[config.mk]
export PLATFORM = sky130hd
export DESIGN_NAME = micro_sequencer
export DESIGN_NICKNAME = d
export VERILOG_FILES = /design/src/rtl/ucode_pkg.sv /design/src/rtl/ustack.sv /design/src/rtl/micro_sequencer.sv
export SDC_FILE = /design/constraint.sdc
export NUM_CORES = 1
export LEC_CHECK = 0
export BUFFER_PORTS_ARGS = -buffer_cell sky130_fd_sc_hd__buf_2
export CAP_MARGIN = 0
export CORE_MARGIN = 2
export CORE_UTILIZATION = 48
export DETAILED_ROUTE_END_ITERATION = 8
export MAX_ROUTING_LAYER = met4
export PLACE_DENSITY = 0.89
export SKIP_CTS_REPAIR_TIMING = 1
export SLEW_MARGIN = 20
export SYNTH_ARGS = -nofsm -noshare
export SYNTH_HDL_FRONTEND = slang
export SYNTH_SLANG_ARGS = --single-unit
[constraint.sdc]
create_clock -name CLK -period 2.08 [get_ports CLK]
set_clock_uncertainty 0.2 [all_clocks]
set_input_delay 0.312 -clock CLK [delete_from_list [all_inputs] [get_ports CLK]]
set_output_delay 0.312 -clock CLK [all_outputs]
set_load 0.01 [all_outputs]
[src/rtl/ucode_pkg.sv]
// Shared microcode definitions: microword layout, sequencing/condition codes,
// controller states and the ALU function-select values this sequencer emits.
package ucode_pkg;

    localparam int SEQ_MSB      = 31;
    localparam int SEQ_LSB      = 28;
    localparam int FSEL_MSB     = 27;
    localparam int FSEL_LSB     = 24;
    localparam int CIN_SRC_BIT  = 23;
    localparam int CIN_K_BIT    = 22;
    localparam int ASEL_MSB     = 21;
    localparam int ASEL_LSB     = 19;
    localparam int BSEL_MSB     = 18;
    localparam int BSEL_LSB     = 16;
    localparam int WSEL_MSB     = 15;
    localparam int WSEL_LSB     = 13;
    localparam int WEN_BIT      = 12;
    localparam int FLAG_UPD_BIT = 11;
    localparam int COND_MSB     = 10;
    localparam int COND_LSB     = 8;
    localparam int TARGET_MSB   = 7;
    localparam int TARGET_LSB   = 0;

    localparam logic [3:0] SEQ_NEXT  = 4'd0;
    localparam logic [3:0] SEQ_JMP   = 4'd1;
    localparam logic [3:0] SEQ_JCOND = 4'd2;
    localparam logic [3:0] SEQ_CALL  = 4'd3;
    localparam logic [3:0] SEQ_RET   = 4'd4;
    localparam logic [3:0] SEQ_HALT  = 4'd5;

    localparam logic [2:0] COND_ALWAYS = 3'd0;
    localparam logic [2:0] COND_Z      = 3'd1;
    localparam logic [2:0] COND_NZ     = 3'd2;
    localparam logic [2:0] COND_S      = 3'd3;
    localparam logic [2:0] COND_C      = 3'd4;
    localparam logic [2:0] COND_NC     = 3'd5;
    localparam logic [2:0] COND_V      = 3'd6;
    localparam logic [2:0] COND_NV     = 3'd7;

    localparam int PSW_Z = 3;
    localparam int PSW_S = 2;
    localparam int PSW_C = 1;
    localparam int PSW_V = 0;

    localparam logic [3:0] FSEL_TSA = 4'd0;
    localparam logic [3:0] FSEL_ADD = 4'd3;
    localparam logic [3:0] FSEL_RLC = 4'd12;

    typedef enum logic [1:0] {
        ST_IDLE  = 2'd0,
        ST_FETCH = 2'd1,
        ST_EXEC  = 2'd2,
        ST_HALT  = 2'd3
    } state_e;

    function automatic logic cond_met(input logic [2:0] cond, input logic [3:0] psw);
        logic met;
        case (cond)
            COND_ALWAYS: met = 1'b1;
            COND_Z:      met = psw[PSW_Z];
            COND_NZ:     met = ~psw[PSW_Z];
            COND_S:      met = psw[PSW_S];
            COND_C:      met = psw[PSW_C];
            COND_NC:     met = ~psw[PSW_C];
            COND_V:      met = psw[PSW_V];
            COND_NV:     met = ~psw[PSW_V];
            default:     met = 1'b0;
        endcase
        return met;
    endfunction

endpackage

[src/rtl/ustack.sv]
// Return-address LIFO for CALL/RET; overflowing pushes and underflowing pops
// are ignored here so the caller can flag them as faults.
module ustack #(
    parameter int DEPTH = 4,
    parameter int W     = 8
) (
    input  logic         clk,
    input  logic         rst_n,
    input  logic         clear,
    input  logic         push,
    input  logic         pop,
    input  logic [W-1:0] push_data,
    output logic [W-1:0] top,
    output logic         full,
    output logic         empty
);

    localparam int AW = (DEPTH > 1) ? $clog2(DEPTH) : 1;
    localparam int CW = $clog2(DEPTH + 1);

    logic [W-1:0]  mem_r [DEPTH];
    logic [CW-1:0] count_r;
    logic [AW-1:0] wr_idx_s;
    logic [AW-1:0] rd_idx_s;

    assign wr_idx_s = AW'(count_r);
    assign rd_idx_s = AW'(count_r - CW'(1'b1));
    assign full     = (count_r == CW'(DEPTH));
    assign empty    = (count_r == CW'(1'b0));
    assign top      = mem_r[rd_idx_s];

    // Entry storage and occupancy count.
    always_ff @(posedge clk or negedge rst_n) begin
        if (!rst_n) begin
            count_r <= CW'(1'b0);
            for (int i = 0; i < DEPTH; i++) begin
                mem_r[i] <= W'(1'b0);
            end
        end else if (clear) begin
            count_r <= CW'(1'b0);
        end else if (push && !full) begin
            mem_r[wr_idx_s] <= push_data;
            count_r         <= count_r + CW'(1'b1);
        end else if (pop && !empty) begin
            count_r <= count_r - CW'(1'b1);
        end
    end

endmodule

[src/rtl/micro_sequencer.sv]
// Microprogrammed controller for the 16-bit ALU: fetches microwords, decodes
// ALU/register-file controls in EXEC, latches flags and sequences the micro-PC.
module micro_sequencer
    import ucode_pkg::*;
#(
    parameter int UPC_W       = 8,
    parameter int STACK_DEPTH = 4
) (
    input  logic             CLK,
    input  logic             RST_N,
    input  logic             START,
    input  logic [UPC_W-1:0] START_ADDR,
    output logic [UPC_W-1:0] UADDR,
    input  logic [31:0]      UWORD,
    output logic [3:0]       FSEL,
    output logic             CIN,
    output logic [2:0]       ASEL,
    output logic [2:0]       BSEL,
    output logic [2:0]       WSEL,
    output logic             WEN,
    input  logic             Z,
    input  logic             S,
    input  logic             C,
    input  logic             V,
    output logic [3:0]       PSW,
    output logic             BUSY,
    output logic             HALTED,
    output logic             ERR
);

    state_e           state_r;
    logic [UPC_W-1:0] upc_r;
    logic [3:0]       psw_r;
    logic             err_r;

    logic [3:0]       seq_s;
    logic             in_exec_s;
    logic             legal_s;
    logic             push_s;
    logic             pop_s;
    logic             fault_s;
    logic             clear_s;
    logic [UPC_W-1:0] upc_inc_s;
    logic [UPC_W-1:0] target_s;
    logic [UPC_W-1:0] next_upc_s;
    logic [UPC_W-1:0] stack_top_s;
    logic             stack_full_s;
    logic             stack_empty_s;

    assign UADDR  = upc_r;
    assign PSW    = psw_r;
    assign ERR    = err_r;
    assign BUSY   = (state_r == ST_FETCH) || (state_r == ST_EXEC);
    assign HALTED = (state_r == ST_HALT);

    // Microword decode and next-address selection for the EXEC cycle.
    always_comb begin
        seq_s      = UWORD[SEQ_MSB:SEQ_LSB];
        in_exec_s  = (state_r == ST_EXEC);
        legal_s    = (seq_s <= SEQ_HALT);
        upc_inc_s  = upc_r + UPC_W'(1'b1);
        target_s   = UPC_W'(UWORD[TARGET_MSB:TARGET_LSB]);
        push_s     = in_exec_s && (seq_s == SEQ_CALL) && !stack_full_s;
        pop_s      = in_exec_s && (seq_s == SEQ_RET) && !stack_empty_s;
        fault_s    = in_exec_s && (((seq_s == SEQ_CALL) && stack_full_s) ||
                                   ((seq_s == SEQ_RET) && stack_empty_s));
        clear_s    = (state_r == ST_HALT) && START;
        case (seq_s)
            SEQ_NEXT:  next_upc_s = upc_inc_s;
            SEQ_JMP:   next_upc_s = target_s;
            SEQ_JCOND: next_upc_s = cond_met(UWORD[COND_MSB:COND_LSB], psw_r) ? target_s : upc_inc_s;
            SEQ_CALL:  next_upc_s = target_s;
            SEQ_RET:   next_upc_s = stack_top_s;
            default:   next_upc_s = upc_r;
        endcase
    end

    // ALU and register-file controls are live only in EXEC; illegal words never write.
    always_comb begin
        if (in_exec_s) begin
            FSEL = UWORD[FSEL_MSB:FSEL_LSB];
            CIN  = UWORD[CIN_SRC_BIT] ? psw_r[PSW_C] : UWORD[CIN_K_BIT];
            ASEL = UWORD[ASEL_MSB:ASEL_LSB];
            BSEL = UWORD[BSEL_MSB:BSEL_LSB];
            WSEL = UWORD[WSEL_MSB:WSEL_LSB];
            WEN  = UWORD[WEN_BIT] && legal_s;
        end else begin
            FSEL = FSEL_TSA;
            CIN  = 1'b0;
            ASEL = 3'd0;
            BSEL = 3'd0;
            WSEL = 3'd0;
            WEN  = 1'b0;
        end
    end

    // Controller FSM with micro-PC, status word and sticky error.
    always_ff @(posedge CLK or negedge RST_N) begin
        if (!RST_N) begin
            state_r <= ST_IDLE;
            upc_r   <= UPC_W'(1'b0);
            psw_r   <= 4'd0;
            err_r   <= 1'b0;
        end else begin
            case (state_r)
                ST_IDLE: begin
                    if (START) begin
                        upc_r   <= START_ADDR;
                        state_r <= ST_FETCH;
                    end
                end
                ST_FETCH: begin
                    state_r <= ST_EXEC;
                end
                ST_EXEC: begin
                    if (UWORD[FLAG_UPD_BIT] && legal_s) begin
                        psw_r <= {Z, S, C, V};
                    end
                    if (!legal_s || fault_s) begin
                        err_r   <= 1'b1;
                        state_r <= ST_HALT;
                    end else if (seq_s == SEQ_HALT) begin
                        state_r <= ST_HALT;
                    end else begin
                        upc_r   <= next_upc_s;
                        state_r <= ST_FETCH;
                    end
                end
                ST_HALT: begin
                    if (START) begin
                        upc_r   <= START_ADDR;
                        err_r   <= 1'b0;
                        state_r <= ST_FETCH;
                    end
                end
                default: begin
                    state_r <= ST_IDLE;
                end
            endcase
        end
    end

    ustack #(
        .DEPTH (STACK_DEPTH),
        .W     (UPC_W)
    ) u_stack (
        .clk       (CLK),
        .rst_n     (RST_N),
        .clear     (clear_s),
        .push      (push_s),
        .pop       (pop_s),
        .push_data (upc_inc_s),
        .top       (stack_top_s),
        .full      (stack_full_s),
        .empty     (stack_empty_s)
    );

endmodule
After elaboration in Yosys (flattened, before gate mapping)
Cells that the tools add are included.
{"block": "word_totals", "ff_bits": 50}
{"block": "classes", "reduce_logical": 32, "order_cmp": 4, "addsub": 3, "n_bitwise": 6, "eq_ne": 22, "muxes": 31}
{"cell": "2-to-1 mux 8 bit", "count": 7}
{"cell": "bitwise mux 32 bit", "count": 1}
{"cell": "one-hot mux 8 bit (4 select lines)", "count": 1}
{"cell": "2-to-1 mux 3 bit", "count": 6}
{"cell": "binary-select mux 8 bit (select 2 bit)", "count": 1}
{"cell": "demux 8 bit (select 2 bit)", "count": 1}
{"cell": "one-hot mux 8 bit (2 select lines)", "count": 1}
{"cell": "equality test 3 bit, second input constant", "count": 5}
{"cell": "logical AND 1 bit", "count": 13}
{"cell": "adder 8 x 1 -> 8 bit, second input constant", "count": 1}
{"cell": "equality test 4 x 2 -> 1 bit, second input constant", "count": 2}
{"cell": "equality test 4 x 3 -> 1 bit, second input constant", "count": 2}
{"cell": "one-hot mux 1 bit (8 select lines)", "count": 1}
{"cell": "equality test 3 x 2 -> 1 bit, second input constant", "count": 2}
{"cell": ">= comparator 3 bit, second input constant", "count": 2}
{"cell": "logical NOT 3 bit", "count": 2}
{"cell": "2-to-1 mux 1 bit", "count": 6}
{"cell": "2-to-1 mux 2 bit", "count": 3}
{"cell": "!= test 2 bit, second input constant", "count": 3}
{"cell": "inverter 2 -> 3 bit", "count": 2}
{"cell": "one-hot mux 2 bit (3 select lines)", "count": 1}
{"cell": "!= test 5 x 2 -> 1 bit, second input constant", "count": 1}
{"cell": "AND reduction 5 bit", "count": 1}
{"cell": "equality test 2 bit, second input constant", "count": 2}
{"cell": "other kinds (20)", "count": 31}

Longest topological paths before layout
Gate-level depths: netlist of run 1.
{"block": "depth", "depth_word": 9, "depth_mapped": 10, "mapped_depth_nobuf": 8}

Modules after synthesis
A second synthesis of run 1 with hierarchy kept.
{"block": "unflattened", "hier_cells": 292, "area_unflattened_um2": 3243.1}
{"mod": "ustack", "area_each_um2": 1806.7, "n_inst": 1, "cells_each": 120}
{"mod": "micro_sequencer", "area_each_um2": 1436.4, "n_inst": 1, "cells_each": 172}

Worst setup path after synthesis of run 1
Ideal clock, no wire load.
{"block": "synth_path", "kind": "reg2reg", "from": "register u_stack.count_r[0]", "to": "register u_stack.mem_r[7] (netlist bit)", "required_ps": 1752, "t_arrival_ps": 1960, "period_less_slack_ps": 2287, "path_stages_with_launch": 8, "setup_ps": 128, "setup_slack_ps": -207, "path_cell_list": "dfrtp_1 -> inv_1 -> ha_1 -> and2_1 -> or3_4 -> a21oi_4 -> nand2_4 -> mux2_1"}
{"block": "synth_via", "elab_chain_cells": 6, "word_cells_on_any_way": 12}
{"element": "start: declaration", "line_no": "ustack.sv:22", "text": "logic [CW-1:0] count_r;"}
{"element": "start signal: assignment", "line_no": "ustack.sv:35", "text": "count_r <= CW'(1'b0);"}
{"element": "start signal: assignment", "line_no": "ustack.sv:40", "text": "count_r <= CW'(1'b0);"}
{"element": "start signal: assignment", "line_no": "ustack.sv:43", "text": "count_r <= count_r + CW'(1'b1);"}
{"element": "inverter 2 -> 3 bit (implied by the code)", "line_no": "ustack.sv:42", "text": "mem_r[wr_idx_s] <= push_data;"}
{"element": ">= comparator 3 bit (implied by the code) / < comparator 3 x 1 -> 1 bit (equally long branches)", "line_no": "ustack.sv:42"}
{"element": "logical AND 1 bit (implied by the code)", "line_no": "ustack.sv:42"}
{"element": "2-to-1 mux 8 bit (implied by the code)", "line_no": "ustack.sv:42"}
{"element": "demux 8 bit (select 2 bit)", "line_no": "ustack.sv:42"}
{"element": "bitwise mux 32 bit", "line_no": "ustack.sv:42"}
{"element": "end signal: indexed assignment", "line_no": "ustack.sv:37", "text": "mem_r[i] <= W'(1'b0);"}
{"element": "end signal: indexed assignment", "line_no": "ustack.sv:42"}
{"element": "end: declaration", "line_no": "ustack.sv:21", "text": "logic [W-1:0] mem_r [DEPTH];"}
Parallel ways exist; a longest one is shown, timed or not.
A chain may end at the register's enable or synchronous reset.

Worst setup path in the final report of run 1
{"block": "layout_path", "from": "register state_r[0]", "to": "register u_stack.count_r[2]"}
{"block": "layout_via", "elab_chain_cells": 6, "word_cells_on_any_way": 12}
{"element": "start: declaration", "line_no": "micro_sequencer.sv:31", "text": "state_e state_r;"}
{"element": "start signal: assignment", "line_no": "micro_sequencer.sv:100", "text": "state_r <= ST_IDLE;"}
{"element": "start signal: assignment", "line_no": "micro_sequencer.sv:109", "text": "state_r <= ST_FETCH;"}
{"element": "start signal: assignment", "line_no": "micro_sequencer.sv:113", "text": "state_r <= ST_EXEC;"}
{"element": "equality test 2 bit", "line_no": "micro_sequencer.sv:59", "text": "in_exec_s = (state_r == ST_EXEC);"}
{"element": "logical AND 1 bit (2 in a row)", "line_no": "micro_sequencer.sv:63", "text": "push_s = in_exec_s && (seq_s == SEQ_CALL) && !stack_full_s;"}
{"element": "logical AND 1 bit", "line_no": "ustack.sv:41", "text": "end else if (push && !full) begin"}
{"element": "2-to-1 mux 3 bit", "line_no": "ustack.sv:41"}
{"element": "2-to-1 mux 3 bit", "line_no": "ustack.sv:39", "text": "end else if (clear) begin"}
{"element": "end signal: assignment", "line_no": "ustack.sv:40"}
{"element": "end signal: assignment", "line_no": "ustack.sv:43"}
{"element": "end signal: assignment", "line_no": "ustack.sv:45", "text": "count_r <= count_r - CW'(1'b1);"}
Parallel ways exist; a longest one is shown, timed or not.

==> results of run 1 <==
==> worst register-to-register path: cells and delay by family (launching register included) <==
kind / cells / cell delay (ps)
xor+xnor: 1 / 170
flops: 1 / 400
buf+inv: 2 / 230
compound gates: 3 / 760
simple gates: 2 / 220
fa+ha+maj: 1 / 200
==> synthesized netlist by cell type (2+ instances only) <==
library cell and number:
a221oi_1 16, buf_2 3, mux2_2 32, inv_1 6, nand2b_1 4, nand2_1 20, nor2b_1 2, dfrtp_1 50
a21oi_1 5, xor2_1 6, clkbuf_1 2, xnor2_1 4, ha_1 9, nor3b_1 3, o21ai_0 9, nor2_1 16
nand2_4 4, and2_1 16, or2_2 2, o31ai_1 10, nand3_1 5, mux2i_1 18
==> final cells by class <==
class / count / area share [%]
well taps: 75 / 2.197
clock buffers: 5 / 1.611
multi-input cells: 197 / 45.97
repair buffers: 126 / 19.78
clock inverters: 3 / 0.4395
inverters: 7 / 0.7032
flip-flops and latches: 50 / 29.30
==> logic make-up (layout without fill, tap and decap cells) <==
kind of cell,count (synthesis),count (layout),share of synthesized area (%)
adders and majority gates,9,9,3.888
and+or+nand+nor,78,78,14.90
AOI/OAI and AO/OA,48,48,12.92
buffers and inverters,14,141,2.246
DFF,50,50,43.20
xor gates and xnor gates,10,10,3.024
muxes,52,52,19.83
==> through the flow <==
stage | setup slack, ps | cells | instance area (µm²) | hold WS [ps]
4_1_cts | -159.0 | 451 | 3724 | -220.1
3_5_place_dp | -136.7 | 443 | 3636 | 114.8
6_report | -167.3 | 463 | 4270 | 39.76
3_3_place_gp | -79.02 | 443 | 3636 | 108.7
5_1_grt | -256.9 | 463 | 4270 | 27.39
2_1_floorplan | -78.14 | 261 | 2918 | -183.6
==> sequential cells by signal, indices dropped and copies added (netlist names) <==
signal / count
u_stack.mem_r: 32
PSW: 4
UADDR: 8
state_r: 2
ERR: 1
u_stack.count_r: 3
==> power by group through the flow <==
stage	combinational, µW	sequential [µW]	clock, µW
after floorplan	1740	1550	0
after global placement	2750	1460	0
after detailed placement	2840	1480	0
after CTS	2870	1460	576
after global routing	4380	1520	635
final	4180	1500	585
==> how the worst min path moves through the flow <==
stage	slack, ps	start	to
after floorplan	-180	RST_N	ERR
after global placement	110	RST_N	UADDR[5]
after detailed placement	110	RST_N	UADDR[5]
after CTS	-220	RST_N	UADDR[0]
after global routing	30	V	PSW[0]
final	40	V	PSW[0]
==> routing by layer <==
layer | up-vias | wire length [µm] | global-route usage [%]
met2 | 155 | 4839 | 37.30
met5 | - | 0 | -
li1 | 1214 | - | -
met4 | 0 | 422 | 7.667
met3 | 50 | 613 | 3.187
met1 | 1334 | 3697 | 29.21
==> impl_metrics.yaml, run 1 <==
outcome:
  run_status: "complete, but fails checks"
  failed_checks: "negative setup slack"
flow_run:
  cap_viol_max_count: 0
synthesis:
  synth_area_um2: 2897
  syn_area_per_cell_um2: 11.10
  ys_types: 41
  synth_top_area_cell: "dfrtp_1"
  ys_async_sr_fraction_pct: 100.0
  yosysTopAreaCellShare_pct: 43.20
  synth-seq-cells: 50
  synthesis.nets: 317
  seq_area_frac_synth_pct: 43.20
  synth_cells: 261
  synthFlopType: "dfrtp_1"
  synthTopCellsByArea: "dfrtp_1, mux2_2, mux2i_1"
  synth_edf_count: 0
  ys_warn_count: 0
critical_path:
  path_cells: "inv_1, ha_2, nand3b_1, buf_6, o32ai_1, a22o_1, nand2_1, xor2_1, a21oi_1"
  startpoint: "state_r[0]"
  slowest_delay_ps: 400
  worstPathRequired_ps: 2110
  startpoint_type: "flop"
  r2r_end: "u_stack.count_r[2]"
  arrival_ps: 2280
  worst-path-stages: 9
  end_kind: "flop"
  cp_num_buf_inv: 2
  r2r_cells: 9
  r2r-start: "state_r[0]"
  crit_type: "flop to flop"
  rrSetupSlack_ps: -170
  endpoint: "u_stack.count_r[2]"
  crit_family: "compound AO/OA/AOI/OAI gates"
  slowest_stage: "dfrtp_1"
  critPathMaxFanout: 4
drt:
  wl_per_cell_um: 20.67
  antenna_left: 0
  dr.pass1.iters: 5
  via_per_inst: 5.946
  route.detailed.drc: 0
  drt-total-wl_um: 9572
  first_iter_violations: 247
  route.vias.total: 2753
clock_tree:
  clock_latency_ps: 310
  cts.clk_slew.worst_paths_ps: 90
  clock_sinks: 50
  cts_buffer_depth: 2
  numCtsBuffers: 5
  root_buffer: "clkbuf_8"
  cts_max_level: 2
  cts_tree: "yes"
layout:
  antennaDiodeCount: 0
  drive_above_1_share_pct: 56.70
  area_delta_synth_final_pct: 47.43
  utilization_pct: 72.56
  final_nets: 443
  final_cell_mix: "buf_2, dfrtp_1, buf_4, mux2_2, mux2i_1"
  seqCellArea_um2: 1251
  layout_commonest_cell: "buf_2"
  fill_cells: 345
  multiInputGateArea_um2: 1963
floorplan:
  fp.coreArea_um2: 5886
  rows: 28
  dieArea_um2: 6672
  die_y_um: 81.68
  die_x_um: 81.68
  ios: 77
  initial_core_util_pct: 49.21
place:
  port_buffers: 76
  gp_congestion: 0.8686
  hpwl_um: 5317
sta:
  tns_ps: -4738
  max_freq_mhz: 445.0
  hold_viol_final: 0
  post-route-min-period_ps: 2247
  tightest_slew_ps: 541.2
  max_slew_margin_pct: 63.80
  fin_ws_ps: -167.3
  slew_violations: 0
  setup_viol: 43
  rsz0062_at_grt: "yes"
  fin_crit_sh_pct: 108.0
global_route:
  grt_pass1_wl_um: 11400
  antenna_found_initial: 0
  grt_max_degree: 24
  grt_usage_pct: 22.76
  grt_pass1_vias: 2438
  grt.overflow.total: 0
power:
  pwr_density_cell_nw_per_um2: 1467
  p_int_uw: 3449
  p_sw_uw: 2815
  seqPwrFrac_pct: 24.0
  swShare_pct: 44.95
  p_clk_share_pct: 9.3
  finalPower_uw: 6264
  max-vdd-ir-drop_uv: 854.0
  power.share.combinational_pct: 66.7
  p_leak_uw: 0.002104
min_path:
  worst_hold_path.num_cells: 2
  hold_path_class: "primary input to flop"
Power figures use the tool's default switching activity.
==> run 2, diff against run 1 <==
- TNS_END_PERCENT: default -> 5
==> run 2 against run 1 <==
Effect of this change:
- global-route usage grew 0.51 points
- the run still ends with negative setup slack left
- core utilization shrank 2.2 points
- worst hold slack got worse by 19 ps
- largest cell class unchanged
- setup slack gained 33 ps
- non-clock buffer count fell by 6
- total power decreased by 3.3%
- combinational power is 5.3% lower
- clock power hardly changed
- cell count decreased by 1.3%
- clock-buffer cell count is 1 higher
- critical path depth unchanged
==> impl_metrics.yaml, run 2 (synthesized netlist as in run 1, its figures left out) <==
critical_path:
  worstPathRequired_ps: 2110
  slowest_stage: "dfrtp_1"
  arrival_ps: 2240
  critPathMaxFanout: 8
  path_cells: "inv_2, ha_4, buf_4, nand2_2, o31ai_2, a211o_1, nand4bb_4, buf_12, o31ai_2"
  slowest_delay_ps: 380
  rrSetupSlack_ps: -130
  startpoint_type: "flop"
  r2r_cells: 9
  end_kind: "flop"
  r2r_end: "UADDR[7]"
  r2r-start: "u_stack.count_r[1]"
  crit_type: "flop to flop"
  crit_top_cell: "o31ai_2"
floorplan:
  fp.coreArea_um2: 5886
  die_x_um: 81.68
  ios: 77
  dieArea_um2: 6672
  initial_core_util_pct: 49.21
  die_y_um: 81.68
  rows: 28
min_path:
  hold_path_class: "primary input to flop"
  hold_end: "PSW[3]"
  hp-start: "Z"
  worst_hold_path.num_cells: 2
clock_tree:
  cts_max_level: 2
  clock_sinks: 50
  numCtsBuffers: 5
  clock_latency_ps: 310
  cts_buffer_depth: 2
  cts_tree: "yes"
  cts.clk_slew.worst_paths_ps: 100
  root_buffer: "clkbuf_8"
drt:
  first_iter_violations: 216
  route.vias.total: 2728
  route.detailed.drc: 0
  dr.pass1.iters: 4
  wl_per_cell_um: 19.89
  antenna_left: 0
  via_per_inst: 5.969
  drt-total-wl_um: 9090
layout:
  final_cell_mix: "buf_2, dfrtp_1, buf_4, mux2_2, mux2i_1"
  top_register: "u_stack.mem_r"
  layout_commonest_cell: "buf_2"
  drive_above_1_share_pct: 55.50
  area_delta_synth_final_pct: 42.89
  instances_no_fill: 457
  largest_reg_flops: 32
  final_nets: 437
  fin_area_um2: 4139
  antennaDiodeCount: 0
sta:
  post-route-min-period_ps: 2214
  fin_crit_sh_pct: 106.5
  setup_viol: 39
  rsz0062_at_grt: "yes"
  hold_viol_final: 0
  fin_ws_ps: -134.5
  max_slew_margin_pct: 58.07
  max_freq_mhz: 451.6
  tightest_slew_ps: 628.9
  slew_violations: 0
place:
  dp.cells: 444
  placed_area_um2: 3643
  gp_congestion: 0.8859
  port_buffers: 76
  hpwl_um: 5208
power:
  p_sw_uw: 2697
  power.share.combinational_pct: 65.4
  swShare_pct: 44.51
  seqPwrFrac_pct: 25.0
  pwr_density_cell_nw_per_um2: 1464
  finalPower_uw: 6059
  p_int_uw: 3363
  p_clk_share_pct: 9.6
  p_leak_uw: 0.002036
  max-vdd-ir-drop_uv: 804.9
outcome:
  failed_checks: "negative setup slack"
  run_status: "complete, but fails checks"
global_route:
  grt_usage_pct: 23.26
  grt_max_degree: 51
  grt.overflow.total: 0
  antenna_found_initial: 0
  grt_pass1_vias: 2398
  grt_pass1_wl_um: 11390
flow_run:
  cap_viol_max_count: 0
==> run 2: changes by cell type in the layout (fill, tap and decap cells not counted), sizes merged <==
| cell | before | now |
|---|---|---|
| buf | 124 | 119 |
| inv | 7 | 6 |
==> run 2: per-stage QoR <==
stage / hold WS [ps] / worst slack [ps] / util (%) / setup TNS (ps)
after floorplan: -183.6 / -86.11 / - / -1831
after global placement: 256.9 / -93.59 / 61.90 / -1856
after detailed placement: 253.5 / -137.8 / 61.90 / -3443
after CTS: -77.92 / -154.5 / 63.37 / -4076
after global routing: 10.04 / -209.3 / 70.32 / -5536
final: 20.88 / -134.5 / 70.32 / -2757
==> run 2: critical path, delay by kind of cell, from the launching register on <==
kind | cells | cell delay (ps)
and+or+nand+nor | 2 | 360
buffers and inverters | 3 | 410
DFF | 1 | 380
AOI/OAI and AO/OA | 3 | 620
adders and majority gates | 1 | 150
==> run 2: routing by layer <==
metal	global-route usage, %	routed length (µm)
met4	7.167	263
met1	29.82	3667
met5	-	0
met2	38.20	4667
met3	3.736	493
==> run 2: worst max path at each step <==
| stage | startpoint | to | slack [ps] | cells past startpoint |
|---|---|---|---|---|
| floorplan | state_r[0] | u_stack.mem_r[7] | -90 | 7 |
| global placement | UWORD[8] | UADDR[6] | -90 | 6 |
| detailed placement | UWORD[8] | UADDR[0] | -140 | 6 |
| CTS | state_r[0] | u_stack.mem_r[7] | -150 | 7 |
| global route | UADDR[1] | UADDR[7] | -210 | 6 |
| finish | u_stack.count_r[1] | UADDR[7] | -130 | 9 |
==> run 2: power by group through the flow <==
| stage | sequential (µW) | combinational (µW) | clock, µW |
|---|---|---|---|
| 5_1_grt | 1550 | 4190 | 634 |
| 6_report | 1510 | 3960 | 583 |
| 4_1_cts | 1480 | 2850 | 575 |
| 2_1_floorplan | 1550 | 1730 | 0 |
| 3_5_place_dp | 1490 | 2830 | 0 |
| 3_3_place_gp | 1480 | 2740 | 0 |
==> run 2: layout make-up <==
type / count / area [µm²]
clock buffer: 6 / 72.57
clock inverter: 2 / 13.76
fill: 387 / 1747
inverter: 7 / 30.03
multi-input combinational: 197 / 1916
sequential: 50 / 1251
tap: 75 / 93.84
timing repair buffer: 120 / 762.0
